$ cat src/rtl/decoder_pkg.sv
// Shared types and widths for the sequenced 4-to-16 decoder.
package decoder_pkg;

    localparam int CODE_W = 4;
    localparam int OUT_W  = 16;

    typedef enum logic [1:0] {
        IDLE  = 2'd0,
        DRIVE = 2'd1,
        GAP   = 2'd2
    } state_t;

endpackage

$ cat src/rtl/decoder3_8.sv
// Combinational 3-to-8 one-hot decoder with enable; all zero when disabled.
module decoder3_8 (
    input  logic       e,
    input  logic [2:0] w,
    output logic [7:0] y
);

    always_comb begin
        y = '0;
        if (e) begin
            y[w] = 1'b1;
        end
    end

endmodule

$ cat src/rtl/decoder4_16_seq.sv
// Sequenced 4-to-16 decoder: accepts a code, drives a one-hot strobe for hold+1
// cycles, then forces a one-cycle all-zero gap before the next strobe.
module decoder4_16_seq
    import decoder_pkg::*;
#(
    parameter int HOLD_W = 4
) (
    input  logic              clk,
    input  logic              rst_n,
    input  logic              en,
    input  logic              code_valid,
    input  logic [CODE_W-1:0] code,
    input  logic [HOLD_W-1:0] hold,
    output logic              code_ready,
    output logic [OUT_W-1:0]  y,
    output logic              busy,
    output logic              done
);

    state_t              state_p1, state_nxt;
    logic [HOLD_W-1:0]   cnt_p1, cnt_nxt;
    logic [CODE_W-1:0]   code_p1, code_sel;
    logic [OUT_W-1:0]    y_p1, y_nxt;
    logic                done_p1, done_nxt;
    logic                accept;
    logic                drv_nxt;

    assign code_ready = en && (state_p1 == IDLE || state_p1 == GAP);
    assign accept     = code_valid && code_ready;

    always_comb begin
        state_nxt = state_p1;
        cnt_nxt   = cnt_p1;
        case (state_p1)
            IDLE: begin
                if (accept) begin
                    state_nxt = DRIVE;
                    cnt_nxt   = hold;
                end
            end
            DRIVE: begin
                if (cnt_p1 == '0 || !en) begin
                    state_nxt = GAP;
                end else begin
                    cnt_nxt = cnt_p1 - HOLD_W'(1);
                end
            end
            GAP: begin
                if (accept) begin
                    state_nxt = DRIVE;
                    cnt_nxt   = hold;
                end else begin
                    state_nxt = IDLE;
                end
            end
            default: state_nxt = IDLE;
        endcase
    end

    // Decode the code the next cycle will drive, so y is registered yet aligned with DRIVE.
    assign code_sel = accept ? code : code_p1;
    assign drv_nxt  = (state_nxt == DRIVE);
    assign done_nxt = (state_p1 == DRIVE) && (cnt_p1 == '0) && en;

    decoder3_8 u_dec_lo (
        .e (drv_nxt && !code_sel[3]),
        .w (code_sel[2:0]),
        .y (y_nxt[7:0])
    );

    decoder3_8 u_dec_hi (
        .e (drv_nxt && code_sel[3]),
        .w (code_sel[2:0]),
        .y (y_nxt[15:8])
    );

    always_ff @(posedge clk or negedge rst_n) begin
        if (!rst_n) begin
            state_p1 <= IDLE;
            cnt_p1   <= '0;
            code_p1  <= '0;
            y_p1     <= '0;
            done_p1  <= 1'b0;
        end else begin
            state_p1 <= state_nxt;
            cnt_p1   <= cnt_nxt;
            y_p1     <= y_nxt;
            done_p1  <= done_nxt;
            if (accept) begin
                code_p1 <= code;
            end
        end
    end

    assign y    = y_p1;
    assign busy = (state_p1 != IDLE);
    assign done = done_p1;

endmodule

$ cat config.mk
export PLATFORM = sky130hd
export DESIGN_NAME = decoder4_16_seq
export DESIGN_NICKNAME = d
export VERILOG_FILES = /design/src/rtl/decoder_pkg.sv /design/src/rtl/decoder3_8.sv /design/src/rtl/decoder4_16_seq.sv
export SDC_FILE = /design/constraint.sdc
export NUM_CORES = 1
export LEC_CHECK = 0
export BUFFER_PORTS_ARGS = -buffer_cell sky130_fd_sc_hd__buf_4
export CAP_MARGIN = 20
export CORE_ASPECT_RATIO = 1.1
export CORE_MARGIN = 8
export CORE_UTILIZATION = 54
export DETAILED_ROUTE_END_ITERATION = 16
export HOLD_SLACK_MARGIN = 0.08
export PLACE_DENSITY = 0.91
export SKIP_CTS_REPAIR_TIMING = 1
export SYNTH_ARGS = -nofsm -noshare
export SYNTH_HDL_FRONTEND = slang
export SYNTH_HIERARCHICAL = 1
export SYNTH_SLANG_ARGS = --single-unit
$ cat constraint.sdc
create_clock -name clk -period 3.5 [get_ports clk]
set_clock_uncertainty 0.15 [all_clocks]
set_input_delay 0.175 -clock clk [delete_from_list [all_inputs] [get_ports clk]]
set_output_delay 0.175 -clock clk [all_outputs]
set_load 0.05 [all_outputs]
Word level (Yosys, flattened, before mapping)
Cells that the tools add are included.

storage, ports and cells
  bits in writable memories = 0
  input bits = 12
  output and inout bits = 19
  bits in read-only memories = 0
  memories kept = 0
  logic and storage cells = 42
  register bits = 27
  latch bits = 0

operators by class
  eq/ne operators = 5
  multipliers = 0
  reduce and logical (&&, ||, !) cells = 17
  div/mod/pow operators = 0
  add/sub/neg operators = 1
  shift-type cells = 0
  order comparisons = 2
  bitwise gates (word level) = 0
  multiplexer cells = 12

operators with widths
  kind                                                               number
  two-way mux 8 bit                                                  2
  two-way mux 4 bit                                                  3
  case mux 4 bit (2 select lines)                                    1
  logical AND 1 bit                                                  7
  case mux 2 bit (3 select lines)                                    1
  equality test 2 x 1 -> 1 bit, second input constant                2
  zero test 4 bit                                                    1
  less-than comparator 3 x 4 -> 1 bit, second input constant         1
  two-way mux 2 bit                                                  2
  nonzero test 2 bit                                                 2
  subtractor 4 x 1 -> 4 bit, second input constant                   1
  demux 1 bit (select 3 bit)                                         1
  greater-or-equal comparator 3 x 1 -> 1 bit, second input constant  1
  AND reduction 3 bit                                                1
  equality test 2 bit, second input constant                         1
  zero test 1 bit                                                    2
  zero test 2 bit                                                    1
  logical OR 1 bit                                                   2
  two-way mux 1 bit                                                  2
  != test 2 x 1 -> 1 bit, second input constant                      1
  != test 2 bit, second input constant                               1
  OR reduction 2 bit                                                 1

Depth between registers and ports, before layout
Gate-level depths: netlist (run 1).

  depth after elaboration = 10
  mapped depth = 6
  depth with buffers taken out = 6

By module
The synthesis (run 1) kept the hierarchy.

modules (own cells, without submodules)
  module                 times used  cells an instance  area an instance (um^2)  sequential area each (um^2)
  decoder4_16_seq        1           71                 952.2                    675.6
  decoder3_8 (u_dec_lo)  1           8                  96.3                     0.0
  decoder3_8 (u_dec_hi)  1           8                  95.1                     0.0

Worst setup path before layout (run 1)
No wires, ideal clock.

  kind = register -> register
  start = register cnt_p1[0]
  end = register y_p1[13], in the netlist y[13]
  period minus slack after synthesis = 1.875 ns
  stages on the path, launching flop included = 7
  buffers on the path = 0
  setup slack = 1.625 ns
  arrival = 1.603 ns
  setup time = 0.122 ns
  path through = dfrtp_1 > inv_1 > ha_1 > or3b_2 > nand2_1 > o21ai_0 > and4b_2

between the ends
  longest elaborated chain between the ends = 7

RTL lines
  item                             line                   text
  start, declared                  decoder4_16_seq.sv:21  logic [HOLD_W-1:0] cnt_p1, cnt_nxt;
  start signal, assigned           decoder4_16_seq.sv:86  cnt_p1 <= cnt_nxt;
  zero test 4 bit                  decoder4_16_seq.sv:42  if (cnt_p1 == '0 || !en) begin
  logical OR 1 bit                 decoder4_16_seq.sv:42
  two-way mux 2 bit                decoder4_16_seq.sv:42
  case mux 2 bit (3 select lines)  decoder4_16_seq.sv:34  case (state_p1)
  equality test 2 x 1 -> 1 bit     decoder4_16_seq.sv:62  assign drv_nxt = (state_nxt == DRIVE);
  logical AND 1 bit                decoder4_16_seq.sv:72  .e (drv_nxt && code_sel[3]),
  two-way mux 8 bit                decoder3_8.sv:10       if (e) begin
  named net y_nxt[13]              decoder4_16_seq.sv:23  logic [OUT_W-1:0] y_p1, y_nxt;
  end signal, assigned             decoder4_16_seq.sv:87  y_p1 <= y_nxt;
  end, declared                    decoder4_16_seq.sv:23

The timed path passes the listed nets, and every way through them passes these cells.
A chain may end at the register's enable or synchronous reset.

Worst setup path after layout (run 1)
Same ends and word-level chain as after synthesis.

==> metrics.yaml, run 1 <==
worstPathBufferInverterCount: 1
finalMaxSlewViolations: 0
sequential_cell_area_um2: 676
placed_cell_area_um2: 1400
vdd.ir_drop.worst_mv: 0.333
hold_path_class: "input pin to async pin"
cts_num_sinks: 27
whs_ps: 125
tritoncts.num_buffers: 3
initial_antenna_violation_count: 0
post-synth-top-area-fraction: 0.591
grt_pass1_wl_mm: 4.05
post_synth_inst_count: 87
dieArea_um2: 3850
initialDrtViolationCount: 18
num-fill-cells: 145
floorplan.core_area_um2: 2000
detail_route.first_pass.iterations: 4
clk-insertion-delay-late_ps: 330
setup-tns-final_ps: 0
fmax_mhz: 464
multi_input_comb_area_um2: 449
criticalPathCategory: "flip-flop to flip-flop"
grt_pass1_vias: 890
share_of_power_burned_in_combinational_logic: 0.323
finalHoldViolCount: 0
synth_area_um2: 1140
place.detailed.hpwl_mm: 1.76
port_buffers: 30
track_usage: 0.133
preCtsSetupSlack_ps: 1380
clock_tree.buffer_depth: 2
pin_count: 31
root_buffer: "sky130_fd_sc_hd__clkbuf_4"
post_synthesis_sequential_element_count: 27
cellLeakagePower_nw: 0.765
gpl.final_weighted_congestion: 0.822
layout_worst_path_cycle_share: 0.616
synth-seq-area-share: 0.591
timing.max_cap.violations: 0
final_worst_setup_slack_ps: 1340
syn2layout_area_growth_pct: 30.9
drive_gt1_frac: 0.409
max-slew-margin-rel: 0.559
synth_cell_type_count: 29
initial_core_utilization: 0.572
synthMostInstantiatedCell: "sky130_fd_sc_hd__dfrtp_1"
synthTopCellsByArea: "sky130_fd_sc_hd__dfrtp_1, sky130_fd_sc_hd__and4b_2, sky130_fd_sc_hd__nand2_1"
startpoint_type: "flip-flop"
power_density_nw_per_um2: 523
die_h_um: 64.3
number_of_vias_per_cell: 5.58
synth_flop_cell: "sky130_fd_sc_hd__dfrtp_1"
outcome: "finished clean"
tightestPinTransition_ps: 655
ys_top_cells_by_count: "sky130_fd_sc_hd__dfrtp_1, sky130_fd_sc_hd__nand2_1, sky130_fd_sc_hd__and4b_2, sky130_fd_sc_hd__and4bb_2"
synth_nets: 100
crit_chain: "inv_1 > ha_1 > or3b_2 > nand2_1 > o21ai_0 > and4b_2"
worstSetupEndpointType: "flip-flop"
grt_start_max_net_pins: 28
p_sw_frac: 0.362
cts-htree-levels: 1
switching_power_mw: 0.283
cell_internal_pwr_mw: 0.499
critical-path-max-stage-delay_ps: 500
placement_rows: 17
detail_route.wirelength_mm: 2.53
die_width_um: 59.9
route.detailed.wl_per_inst_um: 16.3
gr-total-overflow: 0
final_period_minus_worst_setup_slack_ps: 2160
setup_viol: 0
seq_power_share: 0.500
critPathMaxFanout: 8
final_standard_cell_utilization_of_the_core: 0.748
async_flop_share: 1.00
nNetsFinal: 141
setup_repair_after_global_routing_missed_its_margin: "false"
dr_total_vias: 865
synth_largest_area_cell: "sky130_fd_sc_hd__dfrtp_1"
ys.warnings.count: 6
design_area_um2: 1500
tritoncts_clock_tree: "done"
critical_path_required_ps: 3590
antenna_cells: 0
critical_path.top_delay_family: "simple AND/OR/NAND/NOR gates"
worst_ep_arrival_time_ps: 2240
clk_transition_reported_paths_ps: 150
synth_area_per_cell_um2: 13.1
clkPwrFrac: 0.177
synth-edff-count: 0
drtAntennaViolNets: 0
highest_delay_cell_along_the_critical_path: "sky130_fd_sc_hd__or3b_2"
route.detailed.drc: 0
[layout by cell type (no fill, tap or decap), types with 2 or more instances in the layout]
master | synthesis | final
sky130_fd_sc_hd__dlygate4sd3_1 | 0 | 7
sky130_fd_sc_hd__buf_4 | 1 | 30
sky130_fd_sc_hd__and4bb_1 | 2 | 2
sky130_fd_sc_hd__and4_2 | 2 | 2
sky130_fd_sc_hd__nand3_1 | 3 | 3
sky130_fd_sc_hd__nor4b_2 | 2 | 2
sky130_fd_sc_hd__and4b_2 | 5 | 5
sky130_fd_sc_hd__clkbuf_4 | 0 | 3
sky130_fd_sc_hd__nand3b_2 | 2 | 2
sky130_fd_sc_hd__nand2_1 | 14 | 14
sky130_fd_sc_hd__mux2i_1 | 3 | 3
sky130_fd_sc_hd__dfrtp_1 | 27 | 27
sky130_fd_sc_hd__o21ai_0 | 2 | 2
sky130_fd_sc_hd__and3b_1 | 2 | 2
sky130_fd_sc_hd__inv_1 | 3 | 3
sky130_fd_sc_hd__and4bb_2 | 4 | 4
[sequential cells by signal, summed over array words and instances (netlist names)]
register / flops
code_p1: 4
done: 1
cnt_p1: 4
y: 16
state_p1: 2
[path summary, 6_finish.rpt]
kind	startpoint	endpoint	slack (ps)	cells past startpoint
min in group clk	code_valid	state_p1[0]	140	3
hold / removal	rst_n	y[6]	120	2
setup / recovery	cnt_p1[0]	y[13]	1340	6
max in group asynchronous	rst_n	y[2]	2830	2
setup reg to reg	cnt_p1[0]	y[13]	1340	6
hold reg to reg	state_p1[1]	state_p1[1]	360	1
[layout make-up]
class / count / share of cell area
Sequential cell: 27 / 0.452
Multi-Input combinational cell: 56 / 0.300
Timing Repair Buffer: 37 / 0.197
Tap cell: 28 / 0.0234
Clock buffer: 3 / 0.0151
Inverter: 3 / 0.00753
Clock inverter: 1 / 0.00502
[power by group through the flow]
stage	combinational (mW)	sequential, mW	clock (mW)
after floorplan	0.153	0.412	0
after global placement	0.234	0.392	0
after detailed placement	0.249	0.397	0
after CTS	0.249	0.391	0.136
after global routing	0.277	0.398	0.154
final	0.253	0.391	0.138
[cells by family (layout without fill, tap and decap cells)]
family	Yosys count	in the layout	synth area share
AND/OR/NAND/NOR	44	44	0.302
AO/OA/AOI/OAI	8	8	0.0536
multiplexers	3	3	0.0263
adder cells (fa/ha/maj)	1	1	0.0109
flip-flops	27	27	0.591
buffers and inverters	4	44	0.0164
[routing by layer]
layer	global-route usage	vias to the layer above	routed length, µm
li1	-	405	-
met1	0.141	421	942
met2	0.227	33	1350
met3	0.0520	6	190
met4	0.0507	0	40
met5	0	-	0
[per-stage QoR]
stage | power, mW | cells
floorplan | 0.565 | 87
global placement | 0.627 | 144
detailed placement | 0.646 | 144
CTS | 0.776 | 148
global route | 0.829 | 155
finish | 0.783 | 155
(Power assumes the default switching activity.)
==> run 2: changes to the inputs <==
--- a/config.mk
+++ b/config.mk
@@ -9,10 +9,10 @@
 export CAP_MARGIN = 20
 export CORE_ASPECT_RATIO = 1.1
 export CORE_MARGIN = 8
-export CORE_UTILIZATION = 54
+export CORE_UTILIZATION = 50
 export DETAILED_ROUTE_END_ITERATION = 16
 export HOLD_SLACK_MARGIN = 0.08
-export PLACE_DENSITY = 0.91
+export PLACE_DENSITY = 0.86
 export SKIP_CTS_REPAIR_TIMING = 1
 export SYNTH_ARGS = -nofsm -noshare
 export SYNTH_HDL_FRONTEND = slang
==> constraint.sdc (replaced) <==
create_clock -name clk -period 2.1 [get_ports clk]
set_clock_uncertainty 0.15 [all_clocks]
set_input_delay 0.105 -clock clk [delete_from_list [all_inputs] [get_ports clk]]
set_output_delay 0.105 -clock clk [all_outputs]
set_load 0.05 [all_outputs]
==> run 2 against run 1 <==
Effect of this change: fmax increased by 7.3%; worst hold slack got worse by 25 ps; non-clock buffer count increased by 2; combinational power increased by 67%; highest routed layer unchanged; largest power group unchanged; critical path depth unchanged; cell count increased by 2.6%; sequential cell count unchanged.
==> metrics.yaml, run 2 (synthesis gave the netlist of run 1 again) <==
detail_route.wirelength_mm: 2.54
grt_pass1_vias: 856
worstSetupEndpointType: "flip-flop"
grt_pass1_wl_mm: 3.92
switching_power_mw: 0.455
route.detailed.drc: 0
ff2ff_path_depth: 6
track_usage: 0.127
worst_ep_arrival_time_ps: 2080
dieArea_um2: 4080
cellLeakagePower_nw: 0.777
whs_endpoint: "state_p1[0]"
number_of_vias_per_cell: 5.36
max-slew-margin-rel: 0.573
initialDrtViolationCount: 6
layout_worst_path_cycle_share: 0.956
reg2reg_slack_ps: 90
share_of_power_burned_in_combinational_logic: 0.328
instances_no_fill: 159
clk_transition_reported_paths_ps: 140
critical_path_required_ps: 2170
startpoint_type: "flip-flop"
root_buffer: "sky130_fd_sc_hd__clkbuf_4"
syn2layout_area_growth_pct: 32.6
criticalPathCategory: "flip-flop to flip-flop"
tritoncts_clock_tree: "done"
route.detailed.wl_per_inst_um: 16.0
p_sw_frac: 0.354
finalPower_mw: 1.29
clock_tree.buffer_depth: 2
pin_count: 31
crit-reg2reg-launch: "cnt_p1[0]"
clk-insertion-delay-late_ps: 310
outcome: "finished clean"
seq_power_share: 0.504
drtAntennaViolNets: 0
worst_r2r_endpoint: "y[3]"
place.detailed.hpwl_mm: 1.73
tightestPinTransition_ps: 639
layout.cells.most_common: "sky130_fd_sc_hd__buf_4"
die_width_um: 61.6
most-common-layout-cells: "sky130_fd_sc_hd__buf_4, sky130_fd_sc_hd__dfrtp_1, sky130_fd_sc_hd__nand2_1"
clkPwrFrac: 0.168
power_density_nw_per_um2: 848
timing.hold.worst.start: "code_valid"
gr-total-overflow: 0
die_h_um: 66.2
drive_gt1_frac: 0.403
final_period_minus_worst_setup_slack_ps: 2010
tritoncts.num_buffers: 3
finalMaxSlewViolations: 0
nNetsFinal: 143
place_inst: 146
setup_viol: 0
initial_core_utilization: 0.518
initial_antenna_violation_count: 0
vdd.ir_drop.worst_mv: 0.578
antenna_cells: 0
dr_total_vias: 852
cts_num_sinks: 27
cell_internal_pwr_mw: 0.832
hold_depth: 3
timing.max_cap.violations: 0
largest_register_ffs: 16
whs_ps: 99.4
fmax_mhz: 498
detail_route.first_pass.iterations: 4
floorplan.core_area_um2: 2210
placement_rows: 18
setup_repair_after_global_routing_missed_its_margin: "false"
port_buffers: 30
hold_path_class: "input pin to flip-flop"
grt_start_max_net_pins: 28
gpl.final_weighted_congestion: 0.865
cts-htree-levels: 1
critPathMaxFanout: 8
finalHoldViolCount: 0
## run 2: worst max path at each step
stage / start / endpoint / slack, ps / cells after the start
CTS: cnt_p1[1] / y[13] / -2 / 6
detailed placement: cnt_p1[0] / y[13] / 40 / 6
global route: cnt_p1[1] / y[3] / 7 / 6
floorplan: cnt_p1[0] / y[13] / 230 / 6
finish: cnt_p1[0] / y[3] / 90 / 6
global placement: cnt_p1[0] / y[13] / 120 / 6
## run 2: area by class of cell
class | instances | area (µm²)
Fill cell | 162 | 691
Clock buffer | 3 | 22.5
Inverter | 3 | 11.3
Tap cell | 30 | 37.5
Multi-Input combinational cell | 56 | 449
Timing Repair Buffer | 39 | 315
Sequential cell | 27 | 676
Clock inverter | 1 | 5.00
## run 2: critical path: stages, from the launching register on
cell	delay [ps]
sky130_fd_sc_hd__dfrtp_1	400
sky130_fd_sc_hd__inv_1	90
sky130_fd_sc_hd__ha_1	210
sky130_fd_sc_hd__or3b_2	480
sky130_fd_sc_hd__nand2_1	90
sky130_fd_sc_hd__o22ai_1	200
sky130_fd_sc_hd__and4b_2	290
## run 2: per-layer routing
layer,vias to the layer above,share of wire,track usage
li1,407,-,-
met1,414,0.41,0.148
met2,25,0.50,0.203
met3,6,0.076,0.0447
met4,0,0.0091,0.0513
met5,-,0,0
## run 2: power by group through the flow
stage	Sequential [mW]	Clock [mW]	Combinational (mW)
floorplan	0.686	0	0.255
global placement	0.653	0	0.390
detailed placement	0.660	0	0.410
CTS	0.648	0.224	0.412
global route	0.660	0.249	0.462
finish	0.649	0.216	0.422
## run 2: metrics by stage
step                      utilization  instance area, µm²  setup TNS (ps)  setup WS (ps)
after floorplan                     -                1140               0            225
after global placement          0.634                1400               0            125
after detailed placement        0.634                1400               0           36.2
after CTS                       0.646                1430           -1.80          -1.80
after global routing            0.687                1520               0           7.21
final                           0.687                1520               0           92.4
